### src/rtl/apb_initiator.sv
// apb_initiator: single-outstanding APB3 initiator turning a valid/ready command stream into APB transfers
//
// Clock/reset : PCLK, PRESETn (asynchronous assert, active-low)
// Command     : cmd_valid/cmd_ready handshake, cmd_write, cmd_addr (bits [1:0] ignored), cmd_wdata
// Response    : rsp_valid/rsp_ready handshake, rsp_rdata (0 for writes/errors), rsp_err, rsp_timeout
// APB3        : PSEL, PENABLE, PWRITE, PADDR, PWDATA out; PRDATA, PREADY, PSLVERR in
// Option      : define APB_INITIATOR_TIMEOUT_EN to abort an ACCESS phase after TIMEOUT_CYCLES
//               cycles without PREADY; otherwise ACCESS waits forever and rsp_timeout is 0.
module apb_initiator #(
    parameter int ADDR_WIDTH     = 32,
    parameter int DATA_WIDTH     = 32,
    parameter int TIMEOUT_CYCLES = 255
) (
    input  logic                  PCLK,
    input  logic                  PRESETn,
    input  logic                  cmd_valid,
    output logic                  cmd_ready,
    input  logic                  cmd_write,
    input  logic [ADDR_WIDTH-1:0] cmd_addr,
    input  logic [DATA_WIDTH-1:0] cmd_wdata,
    output logic                  rsp_valid,
    input  logic                  rsp_ready,
    output logic [DATA_WIDTH-1:0] rsp_rdata,
    output logic                  rsp_err,
    output logic                  rsp_timeout,
    output logic                  PSEL,
    output logic                  PENABLE,
    output logic                  PWRITE,
    output logic [ADDR_WIDTH-1:0] PADDR,
    output logic [DATA_WIDTH-1:0] PWDATA,
    input  logic [DATA_WIDTH-1:0] PRDATA,
    input  logic                  PREADY,
    input  logic                  PSLVERR
);
    if (DATA_WIDTH != 32 || TIMEOUT_CYCLES < 1 || TIMEOUT_CYCLES > 65535) begin : g_bad_cfg
        $error("apb_initiator: unsupported DATA_WIDTH or TIMEOUT_CYCLES");
    end

    typedef enum logic [1:0] {IDLE, SETUP, ACCESS, RESP} state_e;

    state_e                state_q, state_d;
    logic                  cmd_ready_q, cmd_ready_d;
    logic                  rsp_valid_q, rsp_valid_d;
    logic [DATA_WIDTH-1:0] rsp_rdata_q, rsp_rdata_d;
    logic                  rsp_err_q, rsp_err_d;
    logic                  psel_q, psel_d;
    logic                  penable_q, penable_d;
    logic                  pwrite_q, pwrite_d;
    logic [ADDR_WIDTH-1:0] paddr_q, paddr_d;
    logic [DATA_WIDTH-1:0] pwdata_q, pwdata_d;
    logic                  accept, done, abort, rsp_hs;

    assign accept = state_q == IDLE && cmd_ready_q && cmd_valid;
    assign done   = state_q == ACCESS && PREADY;
    assign rsp_hs = state_q == RESP && rsp_ready;

`ifdef APB_INITIATOR_TIMEOUT_EN
    localparam logic [15:0] TO_LAST = 16'(TIMEOUT_CYCLES - 1);
    logic [15:0] cnt_q, cnt_d;
    logic        rsp_timeout_q, rsp_timeout_d;
    // cnt_q holds the number of earlier not-ready ACCESS cycles, so the abort fires at the end
    // of the TIMEOUT_CYCLES-th one; PREADY in that same cycle still completes normally.
    assign abort = state_q == ACCESS && !PREADY && cnt_q == TO_LAST;
    always_comb begin
        cnt_d         = state_q == SETUP ? 16'd0 : (state_q == ACCESS && !PREADY) ? cnt_q + 16'd1 : cnt_q;
        rsp_timeout_d = done ? 1'b0 : abort ? 1'b1 : rsp_timeout_q;
    end
    always_ff @(posedge PCLK or negedge PRESETn) begin
        if (!PRESETn) begin
            cnt_q         <= '0;
            rsp_timeout_q <= 1'b0;
        end else begin
            cnt_q         <= cnt_d;
            rsp_timeout_q <= rsp_timeout_d;
        end
    end
    assign rsp_timeout = rsp_timeout_q;
`else
    assign abort       = 1'b0;
    assign rsp_timeout = 1'b0;
`endif

    always_ff @(posedge PCLK or negedge PRESETn) begin
        if (!PRESETn) begin
            state_q     <= IDLE;
            cmd_ready_q <= 1'b0;
            rsp_valid_q <= 1'b0;
            rsp_rdata_q <= '0;
            rsp_err_q   <= 1'b0;
            psel_q      <= 1'b0;
            penable_q   <= 1'b0;
            pwrite_q    <= 1'b0;
            paddr_q     <= '0;
            pwdata_q    <= '0;
        end else begin
            state_q     <= state_d;
            cmd_ready_q <= cmd_ready_d;
            rsp_valid_q <= rsp_valid_d;
            rsp_rdata_q <= rsp_rdata_d;
            rsp_err_q   <= rsp_err_d;
            psel_q      <= psel_d;
            penable_q   <= penable_d;
            pwrite_q    <= pwrite_d;
            paddr_q     <= paddr_d;
            pwdata_q    <= pwdata_d;
        end
    end

    always_comb begin
        state_d = state_q;
        case (state_q)
            IDLE:    state_d = accept ? SETUP : IDLE;
            SETUP:   state_d = ACCESS;
            ACCESS:  state_d = (done || abort) ? RESP : ACCESS;
            RESP:    state_d = rsp_ready ? IDLE : RESP;
            default: state_d = IDLE;
        endcase
    end

    always_comb begin
        // cmd_ready also rises in IDLE right after reset release, one edge after PRESETn goes high
        cmd_ready_d = state_q == IDLE ? !accept : rsp_hs;
        psel_d      = accept ? 1'b1 : (done || abort) ? 1'b0 : psel_q;
        penable_d   = state_q == SETUP ? 1'b1 : (done || abort) ? 1'b0 : penable_q;
        pwrite_d    = accept ? cmd_write : pwrite_q;
        paddr_d     = accept ? (cmd_addr & ~ADDR_WIDTH'(3)) : paddr_q;
        pwdata_d    = accept ? cmd_wdata : pwdata_q;
        rsp_valid_d = (done || abort) ? 1'b1 : rsp_hs ? 1'b0 : rsp_valid_q;
        rsp_rdata_d = done ? ((pwrite_q || PSLVERR) ? '0 : PRDATA) : abort ? '0 : rsp_rdata_q;
        rsp_err_d   = done ? PSLVERR : abort ? 1'b1 : rsp_err_q;
    end

    assign cmd_ready = cmd_ready_q;
    assign rsp_valid = rsp_valid_q;
    assign rsp_rdata = rsp_rdata_q;
    assign rsp_err   = rsp_err_q;
    assign PSEL      = psel_q;
    assign PENABLE   = penable_q;
    assign PWRITE    = pwrite_q;
    assign PADDR     = paddr_q;
    assign PWDATA    = pwdata_q;
endmodule

### config.mk
export PLATFORM = sky130hd
export DESIGN_NAME = apb_initiator
export DESIGN_NICKNAME = d
export VERILOG_FILES = /design/src/rtl/apb_initiator.sv
export SDC_FILE = /design/constraint.sdc
export NUM_CORES = 1
export LEC_CHECK = 0
export ABC_AREA = 1
export CAP_MARGIN = 20
export CORE_ASPECT_RATIO = 0.5
export CORE_UTILIZATION = 41
export CTS_CLUSTER_DIAMETER = 200
export DETAILED_ROUTE_END_ITERATION = 10
export HOLD_SLACK_MARGIN = 0.05
export MAX_ROUTING_LAYER = met4
export PLACE_DENSITY_LB_ADDON = 0.1
export SLEW_MARGIN = 20
export SYNTH_ARGS = -nofsm -noshare
export SYNTH_HDL_FRONTEND = slang
export SYNTH_SLANG_ARGS = --single-unit
### constraint.sdc
create_clock -name PCLK -period 1.23 [get_ports PCLK]
set_input_delay 0.246 -clock PCLK [delete_from_list [all_inputs] [get_ports PCLK]]
set_output_delay 0.246 -clock PCLK [all_outputs]
set_load 0.01 [all_outputs]
==> metrics.txt <==
status=finished clean; total gr overflow=0; initial antenna violation count=0; RSZ-0062 raised after global routing=yes; crit path cell chain=nor2_4, buf_6, clkbuf_16, nand3_1, nand2_1; placed cell count=approximately 840; crit path time final=between 1000 and 1500 ps; initial core utilization=between 40% and 50%; Critical Path Source Type=flip-flop; DRT Pass-1 Iters=4; Worst Path Buf+Inv=2; post-route antenna net violation count=0; IO Pins=just over 200; CTS H-tree lvls=3; highest-delay cell along the critical path=dfrtp_2; first-pass GRT wire length=about 18,000 um; drt initial violations=191; Synth cell types=14; Seq/Total Area, Yosys=59.4%; # fillers=approximately 870; Finished Layout Cells=862; via count=3,876; Global Route Usage Sum=21.2%; LEAKAGE=3.61 nW; antenna cells=0; Worst Hold Class=in2async; # port buffers=200; overall routed net length=11,400 um; clock sink total=102; synthesis-to-finish area growth=53.1%; Warnings, synthesis=0; Fin. Hold Viols=0; drt drc=0; post-synthesis cell count=approximately 510; WP data arrival=1480 ps; CP delay by family, top=flip-flops; Die Width=147 um; die area=approximately 11,000 um^2; WP data required=1500 ps; # rows=25; CTS tree=yes; Root Buffer Master=clkbuf_16; vias in the first global route=3,616; maximum operating frequency=0.829 GHz; DR vias/cell=4.50; Final Setup Violations=0; Final Power=about 15 mW; Synth area leaders=dfrtp_1 (59%), nand2_1 (20%), nand3_1 (7.7%); FF+latch count, synth=102; Register Area=2550 um^2; most common cell after layout, fill and taps aside=nand2_1; critical path endpoint category=flip-flop; die height=74.4 um; # nets final=826; maximum vdd drop=984 uV; skew final=7.89 ps; area of the multi-input gates=about 1400 um^2; total core area=9790 um^2; TritonCTS Buffers=9; DP HPWL=7760 um; Skew-Pair Late Insertion Delay=340 ps; ratio of cells with drive above 1 in the final layout=a little under a fifth; Power per Cell Area=between 2000 and 2500 nW/um^2; largest net degree at the start of global routing=38; Synth Cell Area=4300 um^2; Bufs on Longest Clock Path=2; max cap viols=0; Synth area leader=dfrtp_1; most frequent cells in the layout=nand2_1 (232), dfrtp_1 (101), clkdlybuf4s50_1 (99); Setup CP Type=reg2reg; DR WL/cell=approximately 13 um; Final period util=98.1%; Reg clk slew, reported paths=70 ps; crit path max fanout=8; Yosys top cell area share=59.4%; max incr delay on CP=440 ps; Mean Syn Cell Area=around 8.4 um^2; routability cong.=0.773; Slew Limit Fails=0
registers in the layout, indices dropped and copies added, names as in the netlist:
register / cells
PADDR: 30
PENABLE: 1
rsp_valid: 1
state_q: 2
cmd_ready: 1
rsp_rdata: 32
rsp_err: 1
PWDATA: 32
PWRITE: 1
PSEL: 1
final timing paths:
path                                   from         end  slack, ps  cells after the start
worst min register to register    PADDR[22]   PADDR[22]        470                      2
worst max-delay path             state_q[0]  PWDATA[12]         20                      5
min in group PCLK               cmd_addr[8]    PADDR[8]        460                      3
worst max register to register   state_q[0]  PWDATA[12]         20                      5
worst min-delay path                PRESETn   PADDR[18]        310                      2
max in group asynchronous           PRESETn  state_q[0]        450                      3
area by class of cell:
class                   count  area share (%)
flip-flops and latches    102            38.8
well taps                 135            2.57
clock buffers              10            3.48
multi-input cells         340            21.6
repair buffers            231            30.7
clock inverters             5           0.571
inverters                  39            2.23
Yosys cell counts:
master / instances
buf_2: 15
buf_4: 13
buf_6: 5
clkbuf_1: 1
conb_1: 1
dfrtp_1: 102
inv_1: 39
nand2_1: 233
nand3_1: 66
nand3b_1: 1
nor2_1: 33
nor2_2: 1
o21ai_0: 2
o21bai_1: 1
layer usage:
layer	part of all wire (%)	track usage [%]	routed length, um	vias up
li1	-	-	-	1963
met1	46	26.8	5270	1779
met2	47	33.5	5320	121
met3	5.6	5.40	636	13
met4	1.4	7.29	157	0
met5	0	-	0	-
logic make-up (layout without fill, tap and decap cells):
group	Yosys count	count (layout)	share of synthesized area (%)
AOI/OAI and AO/OA	3	3	0.408
buffers and inverters	73	285	8.83
DFF	102	102	59.4
other	1	3	0.0873
and+or+nand+nor	334	334	31.3
metrics by stage:
step                setup slack (ps)  hold WS [ps]  TNS [ps]  instance area, um^2  utilization (%)
global placement                -184           117    -12830                 6500             66.4
detailed placement              -184           120    -14010                 6500             66.4
floorplan                        120         -49.6         0                 4300                -
global route                   -58.2           311      -728                 6580             67.2
finish                          23.3           305         0                 6580             67.2
CTS                            0.252           295         0                 6780             69.3
report_power, final:
group	leakage (nW)	total, mW	switching (mW)	internal [mW]
registers	1.30	5.76	0.862	4.90
clock network	0.125	2.57	1.21	1.36
logic	2.18	6.24	3.41	2.83
timing repair:
| item | CTS | global route |
|---|---|---|
| buffers inserted | 0 | 4 |
| endpoints found under the setup margin | 111 | 156 |
| cloned | 0 | 4 |
| hold endpoints to repair | 86 | 0 |
| pin swaps | 0 | 22 |
| gates resized for setup | 209 | 93 |
| hold buffers | 1 | 0 |
Power figures use the tool's default switching activity.
